==> config.mk <==
export PLATFORM = sky130hd
export DESIGN_NAME = uart_rx_oversampled
export DESIGN_NICKNAME = d
export VERILOG_FILES = /design/src/rtl/uart_pkg.sv /design/src/rtl/uart_rx_sync.sv /design/src/rtl/uart_rx_oversampled.sv
export SDC_FILE = /design/constraint.sdc
export NUM_CORES = 1
export LEC_CHECK = 0
export CAP_MARGIN = 0
export CORE_MARGIN = 4
export CORE_UTILIZATION = 55
export DETAILED_ROUTE_END_ITERATION = 8
export PLACE_DENSITY = 0.83
export REMOVE_ABC_BUFFERS = 1
export SYNTH_ARGS = -nofsm -noshare
export SYNTH_HDL_FRONTEND = slang
export SYNTH_SLANG_ARGS = --single-unit
export TNS_END_PERCENT = 100
==> constraint.sdc <==
create_clock -name clk -period 1.6 [get_ports clk]
set_input_delay 0.32 -clock clk [delete_from_list [all_inputs] [get_ports clk]]
set_output_delay 0.32 -clock clk [all_outputs]
set_load 0.05 [all_outputs]
==> src/rtl/uart_pkg.sv <==
// rtl/uart_pkg.sv - shared UART state encoding and parity mode constants
package uart_pkg;

  typedef enum logic [2:0] {
    ST_IDLE   = 3'd0,
    ST_START  = 3'd1,
    ST_DATA   = 3'd2,
    ST_PARITY = 3'd3,
    ST_STOP   = 3'd4
  } uart_state_e;

  localparam int PARITY_NONE = 0;
  localparam int PARITY_ODD  = 1;
  localparam int PARITY_EVEN = 2;

endpackage

==> src/rtl/uart_rx_sync.sv <==
// rtl/uart_rx_sync.sv - 2-FF synchronizer with falling-edge detect, resets to idle-high
module uart_rx_sync (
  input  logic clk,
  input  logic rst_n,
  input  logic rx,
  output logic rx_s,
  output logic rx_fall
);

  logic s1_q, s2_q, s3_q;

  always_ff @(posedge clk) begin
    if (!rst_n) begin
      s1_q <= 1'b1;
      s2_q <= 1'b1;
      s3_q <= 1'b1;
    end else begin
      s1_q <= rx;
      s2_q <= s1_q;
      s3_q <= s2_q;
    end
  end

  assign rx_s    = s2_q;
  assign rx_fall = s3_q & ~s2_q;

endmodule

==> src/rtl/uart_rx_oversampled.sv <==
// rtl/uart_rx_oversampled.sv - oversampling UART receiver with parity and stop-bit checking
module uart_rx_oversampled
  import uart_pkg::*;
#(
  parameter int CLKS_PER_BIT = 16,
  parameter int DATA_BITS    = 8,
  parameter int PARITY       = 0,
  parameter int STOP_BITS    = 1
) (
  input  logic                 clk,
  input  logic                 rst_n,
  input  logic                 rx,
  output logic [DATA_BITS-1:0] data,
  output logic                 data_valid,
  output logic                 rx_busy,
  output logic                 frame_err,
  output logic                 parity_err
);

  localparam int CW = $clog2(CLKS_PER_BIT);
  localparam int BW = $clog2(DATA_BITS);
  localparam logic [CW-1:0] CNT_LAST  = CW'(CLKS_PER_BIT - 1);
  localparam logic [CW-1:0] CNT_MID   = CW'((CLKS_PER_BIT - 1) / 2);
  localparam logic [BW-1:0] BIT_LAST  = BW'(DATA_BITS - 1);
  localparam logic [BW-1:0] STOP_LAST = BW'(STOP_BITS - 1);
  localparam logic          ODD_INV   = (PARITY == PARITY_ODD);

  uart_state_e          state_q, state_d;
  logic [CW-1:0]        cnt_q;
  logic [BW-1:0]        bit_idx_q;
  logic [DATA_BITS-1:0] shift_q;
  logic                 stop_bad_q, par_bad_q, done_q;
  logic                 frame_end;
  logic                 rx_s, rx_fall;
  logic                 bit_tick, mid_tick;

  uart_rx_sync u_sync (
    .clk     (clk),
    .rst_n   (rst_n),
    .rx      (rx),
    .rx_s    (rx_s),
    .rx_fall (rx_fall)
  );

  assign bit_tick = (cnt_q == CNT_LAST);
  assign mid_tick = (cnt_q == CNT_MID);

  always_comb begin
    state_d   = state_q;
    frame_end = 1'b0;
    unique case (state_q)
      ST_IDLE:   if (rx_fall) state_d = ST_START;
      ST_START:  if (mid_tick) state_d = rx_s ? ST_IDLE : ST_DATA;
      ST_DATA:   if (bit_tick && bit_idx_q == BIT_LAST)
                   state_d = (PARITY == PARITY_NONE) ? ST_STOP : ST_PARITY;
      ST_PARITY: if (bit_tick) state_d = ST_STOP;
      ST_STOP: begin
        if (bit_tick && bit_idx_q == STOP_LAST) begin
          state_d   = ST_IDLE;
          frame_end = 1'b1;
        end
      end
      default:   state_d = ST_IDLE;
    endcase
  end

  always_ff @(posedge clk) begin
    if (!rst_n) begin
      state_q    <= ST_IDLE;
      cnt_q      <= '0;
      bit_idx_q  <= '0;
      shift_q    <= '0;
      stop_bad_q <= 1'b0;
      par_bad_q  <= 1'b0;
      done_q     <= 1'b0;
      data       <= '0;
      data_valid <= 1'b0;
      rx_busy    <= 1'b0;
      frame_err  <= 1'b0;
      parity_err <= 1'b0;
    end else begin
      state_q <= state_d;
      done_q  <= frame_end;

      // counter restarts on every state change and at each bit boundary
      if (state_d != state_q || state_q == ST_IDLE || bit_tick)
        cnt_q <= '0;
      else
        cnt_q <= cnt_q + CW'(1);

      if (state_d != state_q)
        bit_idx_q <= '0;
      else if (bit_tick && (state_q == ST_DATA || state_q == ST_STOP))
        bit_idx_q <= bit_idx_q + BW'(1);

      if (state_q == ST_START) begin
        stop_bad_q <= 1'b0;
        par_bad_q  <= 1'b0;
      end
      if (state_q == ST_DATA && bit_tick)
        shift_q <= {rx_s, shift_q[DATA_BITS-1:1]};
      if (state_q == ST_PARITY && bit_tick)
        par_bad_q <= rx_s ^ (^shift_q) ^ ODD_INV;
      if (state_q == ST_STOP && bit_tick && !rx_s)
        stop_bad_q <= 1'b1;

      rx_busy <= (state_d == ST_DATA) || (state_d == ST_PARITY) || (state_d == ST_STOP);

      // single outcome per frame: frame error masks parity error masks data
      data_valid <= done_q & ~stop_bad_q & ~par_bad_q;
      frame_err  <= done_q & stop_bad_q;
      parity_err <= done_q & ~stop_bad_q & par_bad_q;
      if (done_q && !stop_bad_q && !par_bad_q)
        data <= shift_q;
    end
  end

endmodule

After elaboration in Yosys (flattened, before gate mapping). Cells that the tools add are included. Widths: inputs -> output; s select.

Output and inout port bits: 12. Register bits: 36. Word-level logic and storage cells: 74.

Mux-type cells: 11. Bitwise gates (word level): 10. Reductions and logical operators: 25. Add/subtract/negate cells: 2. Equal/unequal tests: 11.

Operator list (count): $mux 3 (5); $pmux 3 s5 (1); $eq 3x2->1 const B (4); $eq 3x3->1 const B (3); $logic_and 1x1->1 (9); $reduce_xor 8->1 (1); $logic_not 3->1 (2); $and 1x1->1 (5); $logic_or 1x1->1 (5); $add 4x1->4 const B (1); $eq 4x3->1 const B (1); $eq 4x4->1 const B (1); $mux 1 (4); $not 1->1 (4); $reduce_bool 2->1 (2); $reduce_or 2->1 (2); $add 3x1->3 const B (1); $eq 3x1->1 const B (1); $logic_not 1->1 (3); $ne 3x3->1 (1); $mux 2 (1); $reduce_and 2->1 (1); $xor 1x1->1 (1).

Logic depth before layout (Yosys ltp).
Depth after elaboration: 8. Gate-level depth with buffers: 6. Mapped depth without buffers: 6.

Hierarchy. From an unflattened synthesis, not the netlist that was laid out.

Cell total of the unflattened synthesis: 155. Area, all modules: 1560.2 µm².

Modules (own cells, without submodules): uart_rx_oversampled (times used 1, cells each 148, sequential area each 660.6 µm², area each 1475.2 µm²); uart_rx_sync (times used 1, cells each 7, sequential area each 60.1 µm², area each 85.1 µm²).

Least setup slack after synthesis. OpenSTA, ideal clock, no wires.

Path kind: reg-to-reg. From: register cnt_q[0]. To: register shift_q[0]. Period minus slack after synthesis: 1.506 ns. Setup time: 0.116 ns. Stages on the path, launching flop included: 7. Data arrival time: 1.390 ns. Path slack: 0.094 ns. Cell sequence: dfxtp_1 > ha_1 > nand3_2 > buf_6 > nor3_4 > mux2i_1 > nor2b_1.

Cells in the longest elaborated chain, start to end: 2.

Ends and longest elaborated chain: from (decl) (RTL line uart_rx_oversampled.sv:29) `logic [CW-1:0] cnt_q;`; from (signal assigned) (RTL line uart_rx_oversampled.sv:89) `cnt_q <= cnt_q + CW'(1);`; $eq 4x4->1 (RTL line uart_rx_oversampled.sv:45) `assign bit_tick = (cnt_q == CNT_LAST);`; $logic_and 1x1->1 (RTL line uart_rx_oversampled.sv:100) `if (state_q == ST_DATA && bit_tick)`; to (signal assigned) (RTL line uart_rx_oversampled.sv:101) `shift_q <= {rx_s, shift_q[DATA_BITS-1:1]};`; to (decl) (RTL line uart_rx_oversampled.sv:31) `logic [DATA_BITS-1:0] shift_q;`.

Every way passes these cells. A chain may end at the register's enable or synchronous reset.

Worst setup path after layout.
From: register bit_idx_q[0]. To: register rx_busy.

Cells in the longest elaborated chain, start to end: 7.

Ends and longest elaborated chain: from (decl) (RTL line uart_rx_oversampled.sv:30) `logic [BW-1:0] bit_idx_q;`; from (signal assigned) (RTL line uart_rx_oversampled.sv:94) `bit_idx_q <= bit_idx_q + BW'(1);`; $eq 3x3->1 / $logic_not 3->1 (equally long branches) (RTL line uart_rx_oversampled.sv:54, uart_rx_oversampled.sv:58); $logic_and 1x1->1, on equally long branches (RTL line uart_rx_oversampled.sv:54, uart_rx_oversampled.sv:58); $mux 3, on equally long branches (RTL line uart_rx_oversampled.sv:54, uart_rx_oversampled.sv:58); $pmux 3 s5 (*) (RTL line uart_rx_oversampled.sv:51) `unique case (state_q)`; $eq 3x2->1 (RTL line uart_rx_oversampled.sv:107) `rx_busy <= (state_d == ST_DATA) || (state_d == ST_PARITY) || (state_d == ST_STOP);`; $logic_or 1x1->1 (RTL line uart_rx_oversampled.sv:107); $logic_or 1x1->1 (*) (RTL line uart_rx_oversampled.sv:107); to (signal assigned) (RTL line uart_rx_oversampled.sv:107); to (decl) (RTL line uart_rx_oversampled.sv:15) `output logic rx_busy,`.

Every way passes the cells marked *; elsewhere a longest branch is shown, timed or not.

==> out/results.ini <==
[outcome]
status=completed

[timing]
timing_worst_slew_pin_value_ns=0.304
period_needed_ns=1.50
maxSlewViolCount=0
report.final.hold_viol_count=0
final.setup.tns_ns=0
max-slew-margin-rel_pct=79.7
timing.final.setup_violations=0
max_freq_ghz=0.666
final_min_period_over_clock_period_pct=93.9
setup_repair_after_global_routing_missed_its_margin=no
post-route-worst-setup-slack_ns=0.0976
clock-skew-final_ns=0.00430

[clock_tree]
cts_buffers=5
clock_transition_time_at_the_flip_flop_clock_pins_of_the_worst_setup_and_hold_paths_ns=0.10
worst_skew_pair.late_latency_ns=0.34
cts_tree=built
longest_clk_path_bufs=2
cts.root.buffer_cell=clkbuf_4
cts_sinks=36
h-tree-depth=2

[critical_path]
startpoint_kind_of_the_worst_setup_timing_path=flop
worst_ep_required_time_ns=1.84
cp-end-kind=flop
timing.critical_path.fanout_max=3
cp.arrival_ns=1.74
worstSetupPathType=flop to flop

[die]
coreArea_mm2=0.00276
die_h_um=61.7
fp.dieW_um=61.7
initial_utilization_pct=57.5
die_outline_area_mm2=0.00381
design.portCount=15
placement_rows=19

[synth]
synthesis.instances=155
ys_dominant_reg_cell=dfxtp_1
synthDistinctLibCells=38
synth.yosys.warnings=0
synthArstFlopShare_pct=0
part_of_the_yosys_area_used_for_sequential_elements_pct=45.4
netlist_area_mm2=0.00159
synthesis.area_per_instance_um2=10.2
ys_seq_elements=36
synth-edff-count=0

[routing]
drc_errors=0
wl_um=2800
drt_first_pass_iters=4
drt-vias-per-instance=5.44
drtAntennaViolNets=0
via_count=1138
detailedRoute.firstIterationViolations=42
wl_per_cell_um=13.4

[placement]
detailedPlacementHpwl_um=2050
placedCellCount=201
gp_congestion=0.742
detailedPlace.worstSlack_ns=0.00749
placement.io_buffers=14

[global_routing]
antenna_violations_before_repair=0
overall_routing_resource_usage_pct=17.2
pin_count_of_the_biggest_net_entering_global_routing=20
via_count_of_the_first_global_routing_pass=1084
grt_overflow_total=0
grt_first_pass_wirelength_um=4670

[cells_and_area]
ant_diodes=0
area_delta_synth_final_pct=17.7
storage_element_area_um2=723
nets=185
layout-drive-gt1-share_pct=22.5
non_filler_cells_final=209
multiInputGateArea_um2=821
fillCellCount=232

[run]
max_cap_viol_count=0

[pwr]
static-leakage-power_nw=0.684
power_density_mw_per_mm2=802
ir_drop_mv=0.839
fin_total_pwr_mw=1.50

[worst_hold_path]
hold_path.class=flop to flop

==> layout by cell type, fill, tap and decap left out, drive strengths merged, types with 3 or more instances in the layout <==
cell	count
dfxtp	36
buf	22
mux2i	18
nor2b	17
nor2	9
nor3	9
xnor2	8
clkbuf	7
inv	6
nand2b	5
o21ai	4
a21oi	4
nand3	4
ha	4
nand2	3
==> timing repair <==
item                                    in CTS  in global routing
hold buffers                                 0                  0
gates resized for setup                      0                  7
endpoints found under the setup margin       1                 17
pin swaps                                    0                  2
buffers inserted                             0                  1
gates cloned                                 0                  0
==> cell usage after synthesis, types with 2 or more instances <==
master,instances,share of area (%)
dfxtp_1,36,45
mux2i_1,18,11
nor2b_1,17,6.7
nor2_1,8,1.9
xnor2_1,8,4.4
nor3_1,7,2.2
inv_1,6,1.4
nand2b_1,5,2.0
clkbuf_1,4,0.95
ha_1,4,3.2
o21ai_0,4,1.3
a21oi_1,3,0.95
nand2_1,3,0.71
nand3_1,3,0.95
and2_1,2,0.79
buf_2,2,0.63
nor4_1,2,0.79
o31a_1,2,1.1
xor2_1,2,1.1
==> per-layer routing <==
metal  track usage [%]  up-vias  wire, um  part of all wire [%]
met1              20.0      534      1190                    42
met4              7.88        0        20                  0.71
met3              7.44        2       167                   6.0
met5                 0        -         0                     0
li1                  -      573         -                     -
met2              27.4       29      1420                    51
==> cell families after synthesis <==
logic type / synth area share (%)
and+or+nand+nor: 20.6
DFF: 45.4
muxes: 11.4
AOI/OAI and AO/OA: 8.36
buffers and inverters: 4.18
xor gates and xnor gates: 6.94
adders and majority gates: 3.15
==> final cells by class <==
class	count	share of cell area, %
clock buffer	7	3.48
tap	31	2.08
timing repair buffer	24	10.6
multi-input combinational	105	43.9
inverter	6	1.21
sequential	36	38.7
==> state kept, by name (all words and copies together), names as in the netlist <==
signal       cells
rx_busy          1
u_sync.s3_q      1
cnt_q            4
par_bad_q        1
u_sync.s1_q      1
state_q          3
parity_err       1
frame_err        1
shift_q          8
done_q           1
data             8
stop_bad_q       1
data_valid       1
u_sync.rx_s      1
bit_idx_q        3
==> worst max-delay path, cell delays in order, from the launching register on <==
cell and delay, ns:
dfxtp_1 0.34, ha_1 0.20, ha_1 0.18, nor2_1 0.17, nor3_2 0.08, o211a_1 0.23
or2_1 0.20
==> path summary, 6_finish.rpt <==
kind,startpoint,endpoint,slack [ns],cells past startpoint
worst max-delay path,bit_idx_q[0]$_SDFFE_PP0P_,rx_busy$_SDFF_PN0_,0.1,6
worst min-delay path,u_sync.s1_q$_SDFF_PN1_,u_sync.rx_s$_SDFF_PN1_,0.42,1
worst max register to register,bit_idx_q[0]$_SDFFE_PP0P_,rx_busy$_SDFF_PN0_,0.1,6
worst min register to register,u_sync.s1_q$_SDFF_PN1_,u_sync.rx_s$_SDFF_PN1_,0.42,1
==> where the power goes <==
| part | internal, mW | switching, mW | total (mW) | leakage [nW] |
|---|---|---|---|---|
| sequential | 0.901 | 0.00568 | 0.906 | 0.292 |
| clock | 0.249 | 0.277 | 0.526 | 0.0374 |
| combinational | 0.0312 | 0.0338 | 0.0650 | 0.355 |
| total | 1.18 | 0.317 | 1.50 | 0.684 |
==> per-stage QoR <==
| step | hold slack (ns) | instance area, um2 | util [%] |
|---|---|---|---|
| after floorplan | 0.386 | 1540 | - |
| after global placement | 0.395 | 1770 | 64.2 |
| after detailed placement | 0.405 | 1770 | 64.2 |
| after CTS | 0.429 | 1840 | 66.6 |
| after global routing | 0.452 | 1870 | 67.7 |
| final | 0.421 | 1870 | 67.7 |
Note: power is estimated with default switching activity, not from simulation.
